`src/rtl/elevador_pkg.sv`:
```
// Shared definitions for the elevator cargo controller sensor stage.
//   estado_t      : floor-tracking FSM states
//   N_ANDARES_DEF : default number of floors/sensors
//   ANDAR_W       : width of the floor code driven to the datapath
package elevador_pkg;

  typedef enum logic [1:0] {
    INICIAL,
    NO_ANDAR,
    ENTRE_ANDARES,
    FALHA
  } estado_t;

  localparam int unsigned N_ANDARES_DEF = 4;
  localparam int unsigned ANDAR_W       = 4;

endpackage

```
`src/rtl/debounce_bit.sv`:
```
// Single-bit debounce filter.
//   clock   : system clock, rising edge
//   reset   : asynchronous, active-low
//   entrada : synchronised input bit
//   saida   : filtered bit; follows entrada only after it has differed
//             for DEBOUNCE_CICLOS consecutive cycles
module debounce_bit #(
  parameter int unsigned DEBOUNCE_CICLOS = 50000,
  parameter int unsigned CNT_W           = $clog2(DEBOUNCE_CICLOS + 1)
) (
  input  logic clock,
  input  logic reset,
  input  logic entrada,
  output logic saida
);

  logic [CNT_W-1:0] contador;

  // The update happens on the edge where the counter would reach
  // DEBOUNCE_CICLOS, so the filtered value changes after exactly
  // DEBOUNCE_CICLOS cycles of disagreement.
  always_ff @(posedge clock or negedge reset) begin
    if (!reset) begin
      contador <= '0;
      saida    <= 1'b0;
    end else if (entrada == saida) begin
      contador <= '0;
    end else if (contador == CNT_W'(DEBOUNCE_CICLOS - 1)) begin
      contador <= '0;
      saida    <= entrada;
    end else begin
      contador <= contador + 1'b1;
    end
  end

endmodule

```
`src/rtl/sensor_andar.sv`:
```
// Floor sensor conditioning: synchronise, debounce, decode and track the
// current floor with a plausibility check against motor direction.
//   clock            : system clock, rising edge
//   reset            : asynchronous, active-low
//   sensoresNeg      : raw floor sensors, active-low
//   motorSubindo     : motor commanded up
//   motorDescendo    : motor commanded down
//   andarAtual       : last valid floor index, zero-extended
//   andarValido      : car sits on a recognised floor
//   bordaSensorAtivo : one-cycle arrival pulse
//   falhaSensor      : sticky fault, cleared only by reset
//   db_filtrado      : debounced sensors, active-high
module sensor_andar
  import elevador_pkg::*;
#(
  parameter int unsigned N_ANDARES       = N_ANDARES_DEF,
  parameter int unsigned DEBOUNCE_CICLOS = 50000
) (
  input  logic                 clock,
  input  logic                 reset,
  input  logic [N_ANDARES-1:0] sensoresNeg,
  input  logic                 motorSubindo,
  input  logic                 motorDescendo,
  output logic [ANDAR_W-1:0]   andarAtual,
  output logic                 andarValido,
  output logic                 bordaSensorAtivo,
  output logic                 falhaSensor,
  output logic [N_ANDARES-1:0] db_filtrado
);

  localparam int unsigned CNT_W = $clog2(DEBOUNCE_CICLOS + 1);

  // Synchroniser holds raw (active-low) levels so reset means "no sensor".
  logic [N_ANDARES-1:0] sinc1, sinc2;

  always_ff @(posedge clock or negedge reset) begin
    if (!reset) begin
      sinc1 <= '1;
      sinc2 <= '1;
    end else begin
      sinc1 <= sensoresNeg;
      sinc2 <= sinc1;
    end
  end

  for (genvar g = 0; g < N_ANDARES; g++) begin : g_db
    debounce_bit #(
      .DEBOUNCE_CICLOS (DEBOUNCE_CICLOS),
      .CNT_W           (CNT_W)
    ) u_db (
      .clock   (clock),
      .reset   (reset),
      .entrada (~sinc2[g]),
      .saida   (db_filtrado[g])
    );
  end

  // Decode of the filtered vector.
  int unsigned        qtd;
  logic [ANDAR_W-1:0] indice;
  logic               zero, um_quente, multi;

  always_comb begin
    qtd    = 0;
    indice = '0;
    for (int unsigned i = 0; i < N_ANDARES; i++) begin
      if (db_filtrado[i]) begin
        qtd    = qtd + 1;
        indice = ANDAR_W'(i);
      end
    end
    zero      = (qtd == 0);
    um_quente = (qtd == 1);
    multi     = (qtd > 1);
  end

  estado_t            estado, estado_prox;
  logic [ANDAR_W-1:0] andar_prox;
  logic               borda_prox;
  logic [ANDAR_W:0]   andar_ext, indice_ext;

  assign andar_ext  = {1'b0, andarAtual};
  assign indice_ext = {1'b0, indice};

  always_comb begin
    estado_prox = estado;
    andar_prox  = andarAtual;
    borda_prox  = 1'b0;
    unique case (estado)
      INICIAL: begin
        if (um_quente) begin
          estado_prox = NO_ANDAR;
          andar_prox  = indice;
          borda_prox  = 1'b1;
        end else if (multi) begin
          estado_prox = FALHA;
        end
      end
      NO_ANDAR: begin
        if (zero)
          estado_prox = ENTRE_ANDARES;
        else if (multi || indice != andarAtual)
          estado_prox = FALHA;
      end
      ENTRE_ANDARES: begin
        if (multi) begin
          estado_prox = FALHA;
        end else if (um_quente) begin
          if (indice == andarAtual) begin
            estado_prox = NO_ANDAR;
            borda_prox  = 1'b1;
          end else if ((indice_ext == andar_ext + 1'b1 && motorSubindo && !motorDescendo) ||
                       (indice_ext + 1'b1 == andar_ext && motorDescendo && !motorSubindo)) begin
            estado_prox = NO_ANDAR;
            andar_prox  = indice;
            borda_prox  = 1'b1;
          end else begin
            estado_prox = FALHA;
          end
        end
      end
      FALHA: estado_prox = FALHA;
      default: estado_prox = FALHA;
    endcase
  end

  // Outputs are registered from the next-state decode so they line up
  // with the state register and carry no combinational input path.
  always_ff @(posedge clock or negedge reset) begin
    if (!reset) begin
      estado           <= INICIAL;
      andarAtual       <= '0;
      andarValido      <= 1'b0;
      bordaSensorAtivo <= 1'b0;
      falhaSensor      <= 1'b0;
    end else begin
      estado           <= estado_prox;
      andarAtual       <= andar_prox;
      andarValido      <= (estado_prox == NO_ANDAR);
      bordaSensorAtivo <= borda_prox;
      falhaSensor      <= (estado_prox == FALHA);
    end
  end

endmodule

```
`config.mk`:
```
export PLATFORM = sky130hd
export DESIGN_NAME = sensor_andar
export DESIGN_NICKNAME = d
export VERILOG_FILES = /design/src/rtl/elevador_pkg.sv /design/src/rtl/debounce_bit.sv /design/src/rtl/sensor_andar.sv
export SDC_FILE = /design/constraint.sdc
export NUM_CORES = 1
export LEC_CHECK = 0
export BUFFER_PORTS_ARGS = -buffer_cell sky130_fd_sc_hd__buf_2
export CAP_MARGIN = 10
export CORE_MARGIN = 2
export CORE_UTILIZATION = 25
export CTS_BUF_LIST = sky130_fd_sc_hd__clkbuf_4 sky130_fd_sc_hd__clkbuf_8
export CTS_CLUSTER_SIZE = 20
export DETAILED_ROUTE_END_ITERATION = 7
export GPL_ROUTABILITY_DRIVEN = 0
export PLACE_DENSITY_LB_ADDON = 0.2
export SKIP_CTS_REPAIR_TIMING = 1
export SYNTH_ARGS = -nofsm -noshare
export SYNTH_HDL_FRONTEND = slang
export SYNTH_SLANG_ARGS = --single-unit
```
`constraint.sdc`:
```
create_clock -name clock -period 5 [get_ports clock]
set_input_delay 0 -clock clock [delete_from_list [all_inputs] [get_ports clock]]
set_output_delay 0 -clock clock [all_outputs]
set_load 0.03 [all_outputs]
```
==> metrics.yaml, run 1 <==
outcome: "finished clean"
finalWirelength_mm: 7.64
dr.first_iter.drc_count: 185
num_vias: 2737
fin_total_pwr_mw: 1.25
ys_ff_latch: 83
final-setup-viol-count: 0
cp_max_fo: 8
grt_pass1_vias: 2732
core.rowCount: 46
placed_area_um2: 4340
leakage_nw: 2.03
cp-end-kind: "flop"
worst_ir_drop_vdd_mv: 0.104
ys.flop_type: "dfrtp_1"
grt.overflow.total: 0
finalCritPeriodShare: 0.559
final_antenna_net_count: 0
die_y_um: 131
clockPowerShare: 0.409
worstPathCellList: "inv_1 > ha_1 > xor2_1 > ha_1 > nand2b_1 > o32ai_1 > nor4b_4 > mux2_1"
async_flop_share: 1.00
grt_use_total: 0.0958
ios: 19
ys_warn_count: 0
ys_types: 39
drt-pass1-iter-count: 4
p_sw_frac: 0.239
synth_edf_count: 0
clock-sinks: 83
portBuffers: 16
syn_area_um2: 4060
final_layout_size_suffix_gt1_frac: 0.106
numCtsBuffers: 9
cpPeakStageDelay_ns: 0.51
max_freq_ghz: 0.358
grt_pass1_wl_mm: 13.4
critPathKind: "flop to flop"
clkTransAtPathRegs_ns: 0.09
netlist_instances: 401
nets: 438
p_sw_uw: 299
clk_latency_ns: 0.36
grt_max_degree: 50
die-area_um2: 17300
htreeDepth: 3
tightest_slew_ns: 0.668
drv_cap: 0
power.internal_uw: 951
n_antenna_cell: 0
layout_setup_ws_ns: 2.20
core_area_um2: 15900
rsz0062_at_grt: "no"
crit_path_top_delay_cell: "dfrtp_1"
slew_headroom: 0.553
crit_top_cell: "ha_1"
drc: 0
final_cell_area_um2: 4590
avgViaCountPerCell: 4.27
hold_viol: 0
place_ws_ns: 2.20
power_density_nw_per_um2: 272
cts_tree: "done"
syn_area_per_cell_um2: 10.1
synth.yosys.seq_area_share: 0.514
comb_power_share: 0.037
critPathRequiredTime_ns: 5.25
cts_root_buf: "clkbuf_8"
start_util: 0.256
dp.final_hpwl_mm: 5.24
holdWs_ns: 0.122
wl_per_cell_um: 11.9
skew_ns: 0.00897
p_seq_frac: 0.554
worst_ep_arrival_time_ns: 3.04
start_kind: "flop"
min_period_ns: 2.80
die_w_um: 131
hp-class: "primary input to async pin"
synthToLayoutAreaGrowth_pct: 13.1
fin_setup_tns_ns: 0
slew_violations: 0
cts.path.max_buffers: 2
antenna_found_initial: 0
-- sequential cells by signal, summed over array words and instances, names as in the netlist --
name and cells:
bordaSensorAtivo 1, andarAtual 2, g_db.u_db.saida 4, estado 2, g_db.u_db.contador 64, andarValido 1
sinc2 4, sinc1 4, falhaSensor 1
-- placed cells by master (no fill, tap or decap), types with 3 or more instances in the layout --
master	netlist	routed
nor2_1	74	74
nand2_1	26	26
o21ai_1	7	7
clkinvlp_4	0	3
nor3_1	10	10
ha_1	10	10
xnor2_1	31	31
inv_1	13	13
buf_2	2	15
clkbuf_8	0	10
and3_1	20	20
nor2b_1	3	3
dlygate4sd3_1	0	5
dfstp_2	8	8
xor2_1	35	35
nand4_1	18	18
nor4b_1	3	3
nand3_1	24	24
dfrtp_1	75	75
and4_1	4	4
-- worst max-delay path, delay by kind of cell (launching register included) --
family,cells,cell delay [ns]
fa+ha+maj,2,0.59
flops,1,0.51
simple gates,2,0.51
mux,1,0.36
compound gates,1,0.34
xor+xnor,1,0.30
buf+inv,1,0.08
-- cell type report --
| cell class | instances | area (µm²) |
|---|---|---|
| fill | 1702 | 11300 |
| sequential | 83 | 2090 |
| multi-input combinational | 291 | 1840 |
| tap | 216 | 270 |
| clock buffer | 11 | 145 |
| timing repair buffer | 22 | 140 |
| clock inverter | 5 | 61.3 |
| inverter | 13 | 48.8 |
-- synth_stat cells (2+ instances only) --
cell      count  share of area
a21oi_1       2         0.0025
and2_1        2         0.0031
and3_1       20          0.031
and4_1        4         0.0086
buf_2         2         0.0025
buf_4         6          0.011
clkbuf_1      6         0.0055
dfrtp_1      75           0.46
dfstp_2       8          0.052
ha_1         10          0.031
inv_1        13          0.012
mux2_1        2         0.0055
nand2_1      26          0.024
nand2b_1      2         0.0031
nand3_1      24          0.030
nand4_1      18          0.028
nor2_1       74          0.068
nor2b_1       3         0.0046
nor3_1       10          0.012
nor4_1        2         0.0031
nor4b_1       3         0.0065
nor4bb_1      2         0.0049
o21ai_1       7         0.0086
xnor2_1      31          0.067
xor2_1       35          0.075
-- path summary, 6_finish.rpt --
path	slack (ns)	endpoint	cells past startpoint	from
min reg2reg	0.35	sinc2[2]	0	sinc1[2]
min	0.12	g_db[0].u_db.contador[14]	2	reset
max in group asynchronous	3.87	g_db[3].u_db.contador[1]	3	reset
min in group clock	0.28	sinc1[0]	2	sensoresNeg[0]
max reg2reg	2.20	andarAtual[1]	8	g_db[1].u_db.saida
max	2.20	andarAtual[1]	8	g_db[1].u_db.saida
-- metal layers --
| layer | vias up | share of wire | track usage |
|---|---|---|---|
| met3 | 12 | 0.031 | 0.0212 |
| li1 | 1379 | - | - |
| met4 | 0 | 0.026 | 0.0507 |
| met1 | 1315 | 0.51 | 0.131 |
| met2 | 31 | 0.43 | 0.142 |
| met5 | - | 0 | 0 |
-- kinds of logic (layout without fill, tap and decap cells) --
family,count (synthesis),in the layout,share of synthesized area
xor gates and xnor gates,66,66,0.142
AOI/OAI and AO/OA,15,15,0.0296
buffers and inverters,28,51,0.0339
and+or+nand+nor,195,195,0.241
other,1,2,0.000923
muxes,3,3,0.00801
adders and majority gates,10,10,0.0308
DFF,83,83,0.514
-- power by group through the flow --
| stage | registers, mW | clock network (mW) | logic, mW |
|---|---|---|---|
| global route | 0.696 | 0.564 | 0.0535 |
| floorplan | 0.705 | 0 | 0.0231 |
| detailed placement | 0.707 | 0 | 0.0454 |
| finish | 0.693 | 0.511 | 0.0461 |
| CTS | 0.694 | 0.531 | 0.0455 |
| global placement | 0.707 | 0 | 0.0444 |
-- per-stage QoR --
stage / util / cells
2_1_floorplan: - / 402
3_3_place_gp: 0.273 / 620
3_5_place_dp: 0.273 / 620
4_1_cts: 0.286 / 636
5_1_grt: 0.289 / 641
6_report: 0.289 / 641
Note: power is estimated with default switching activity, not from simulation.
==> run 2, diff against run 1 <==
Settings changed: ABC_AREA set to 1.
Clock period 5 ns to 2.8 ns, I/O delays scaled along.
==> run 2 against run 1 <==
Sequential cell count unchanged. Power up 80%. Sequential power up 79%. Utilization up 0.35 points. Hold slack worse by 0.033 ns. Critical path type unchanged. First-iteration DRC count up 2.7%. Wire length up 14%. Register-to-register slack worse by 1.7 ns.
==> metrics.yaml, run 2 <==
ys_warn_count: 0
cts.path.max_buffers: 2
core_area_um2: 16600
synth_commonest_cells: "nand2_1, inv_1, nor2_1"
antenna_found_initial: 0
final_layout_size_suffix_gt1_frac: 0.111
dp.final_hpwl_mm: 6.31
htreeDepth: 3
netlist_instances: 528
die_w_um: 135
num_vias: 3365
drt-pass1-iter-count: 6
grt_use_total: 0.105
portBuffers: 16
syn_area_per_cell_um2: 8.11
most-common-layout-cells: "nand2_1, inv_1, nor2_1"
final-setup-viol-count: 0
regMostFlops: "g_db.u_db.contador"
slew_headroom: 0.660
ys.flop_type: "dfrtp_1"
hp-class: "primary input to async pin"
async_flop_share: 1.00
min_period_ns: 2.26
yosys.area.top_type_share: 0.438
core.rowCount: 47
cts_root_buf: "clkbuf_8"
start_util: 0.257
die_y_um: 135
largest_register_ffs: 64
cts_tree: "done"
ys_types: 33
wl_per_cell_um: 11.1
critPathKind: "flop to flop"
tightest_slew_ns: 0.505
synthToLayoutAreaGrowth_pct: 13.7
yosys-top-cells-area: "dfrtp_1, nand2_1, inv_1"
synth_most_common_cell: "nand2_1"
worst_ep_arrival_time_ns: 2.54
start_kind: "flop"
power_density_nw_per_um2: 463
slew_violations: 0
worst_ir_drop_vdd_mv: 0.217
critPathRequiredTime_ns: 3.07
leakage_nw: 2.26
place_ws_ns: 0.535
synth_largest_area_cell: "dfrtp_1"
ys_ff_latch: 83
max_freq_ghz: 0.442
clkTransAtPathRegs_ns: 0.08
avgViaCountPerCell: 4.31
cp-end-kind: "flop"
grt.overflow.total: 0
final_common_cell: "nand2_1"
cp_max_fo: 6
finalCritPeriodShare: 0.808
grt_max_degree: 31
die-area_um2: 18200
grt_pass1_wl_mm: 15.3
dr.first_iter.drc_count: 190
outcome: "finished clean"
drv_cap: 0
syn_area_um2: 4280
grt_pass1_vias: 3247
clock-sinks: 83
hold_viol: 0
finalWirelength_mm: 8.70
layout_setup_ws_ns: 0.537
synth.yosys.seq_area_share: 0.487
drc: 0
synth_edf_count: 0
clk_latency_ns: 0.37
rsz0062_at_grt: "no"
numCtsBuffers: 9
ios: 19
fin_setup_tns_ns: 0
nets: 574
skew_ns: 0.00848
n_antenna_cell: 0
final_antenna_net_count: 0
-- run 2: final timing paths --
check,start,end,slack (ns),cells after the start
max,g_db[0].u_db.saida,andarAtual[1],0.54,14
min,reset,g_db[2].u_db.contador[14],0.09,2
max reg2reg,g_db[0].u_db.saida,andarAtual[1],0.54,14
min reg2reg,sinc1[0],sinc2[0],0.36,0
max in group asynchronous,reset,sinc2[3],1.92,3
min in group clock,motorDescendo,andarAtual[1],0.14,6
-- run 2: area by class of cell --
| class | instances | area, µm² |
|---|---|---|
| multi-input cells | 355 | 1830 |
| well taps | 220 | 275 |
| fillers | 1766 | 11800 |
| inverters | 83 | 312 |
| flip-flops and latches | 83 | 2090 |
| repair buffers | 24 | 155 |
| clock inverters | 2 | 35.0 |
| clock buffers | 14 | 174 |
-- run 2: metrics by stage --
stage               cell area, µm²  instances  hold slack, ns  utilization  power (mW)
floorplan                     4290        529          -0.296            -        1.30
global placement              4610        760         -0.0497        0.277        1.35
detailed placement            4610        760         -0.0443        0.277        1.35
CTS                           4820        776          -0.456        0.290        2.29
global route                  4870        781           0.117        0.293        2.38
finish                        4870        781          0.0884        0.293        2.26
-- run 2: critical path, cell delays in order, from the launching register on --
cell	delay [ns]
dfrtp_1	0.46
inv_1	0.07
ha_1	0.32
inv_1	0.07
nand2_1	0.06
nand2_1	0.08
inv_1	0.04
ha_1	0.25
or2_0	0.23
nand2_2	0.13
nand3_4	0.10
o21ai_2	0.18
nand2_1	0.09
nand2_1	0.06
nand2_1	0.04
-- run 2: power by group --
part / internal, mW / leakage (nW) / switching (mW)
clock: 0.491 / 0.111 / 0.439
sequential: 1.22 / 1.12 / 0.0130
combinational: 0.0293 / 1.03 / 0.0626
-- run 2: kinds of logic after synthesis --
kind of cell	after synthesis	synth area share
and+or+nand+nor	278	0.299
buffers and inverters	91	0.0856
DFF	83	0.487
AOI/OAI and AO/OA	46	0.0590
xor gates and xnor gates	19	0.0389
adders and majority gates	10	0.0292
other	1	0.000876
-- run 2: metal layers --
layer  vias to the layer above  global-route usage  share of wire
li1                       1740                   -              -
met1                      1574               0.139           0.49
met2                        45               0.163           0.45
met3                         6              0.0375          0.047
met4                         0              0.0246         0.0092
met5                         -                   0              0
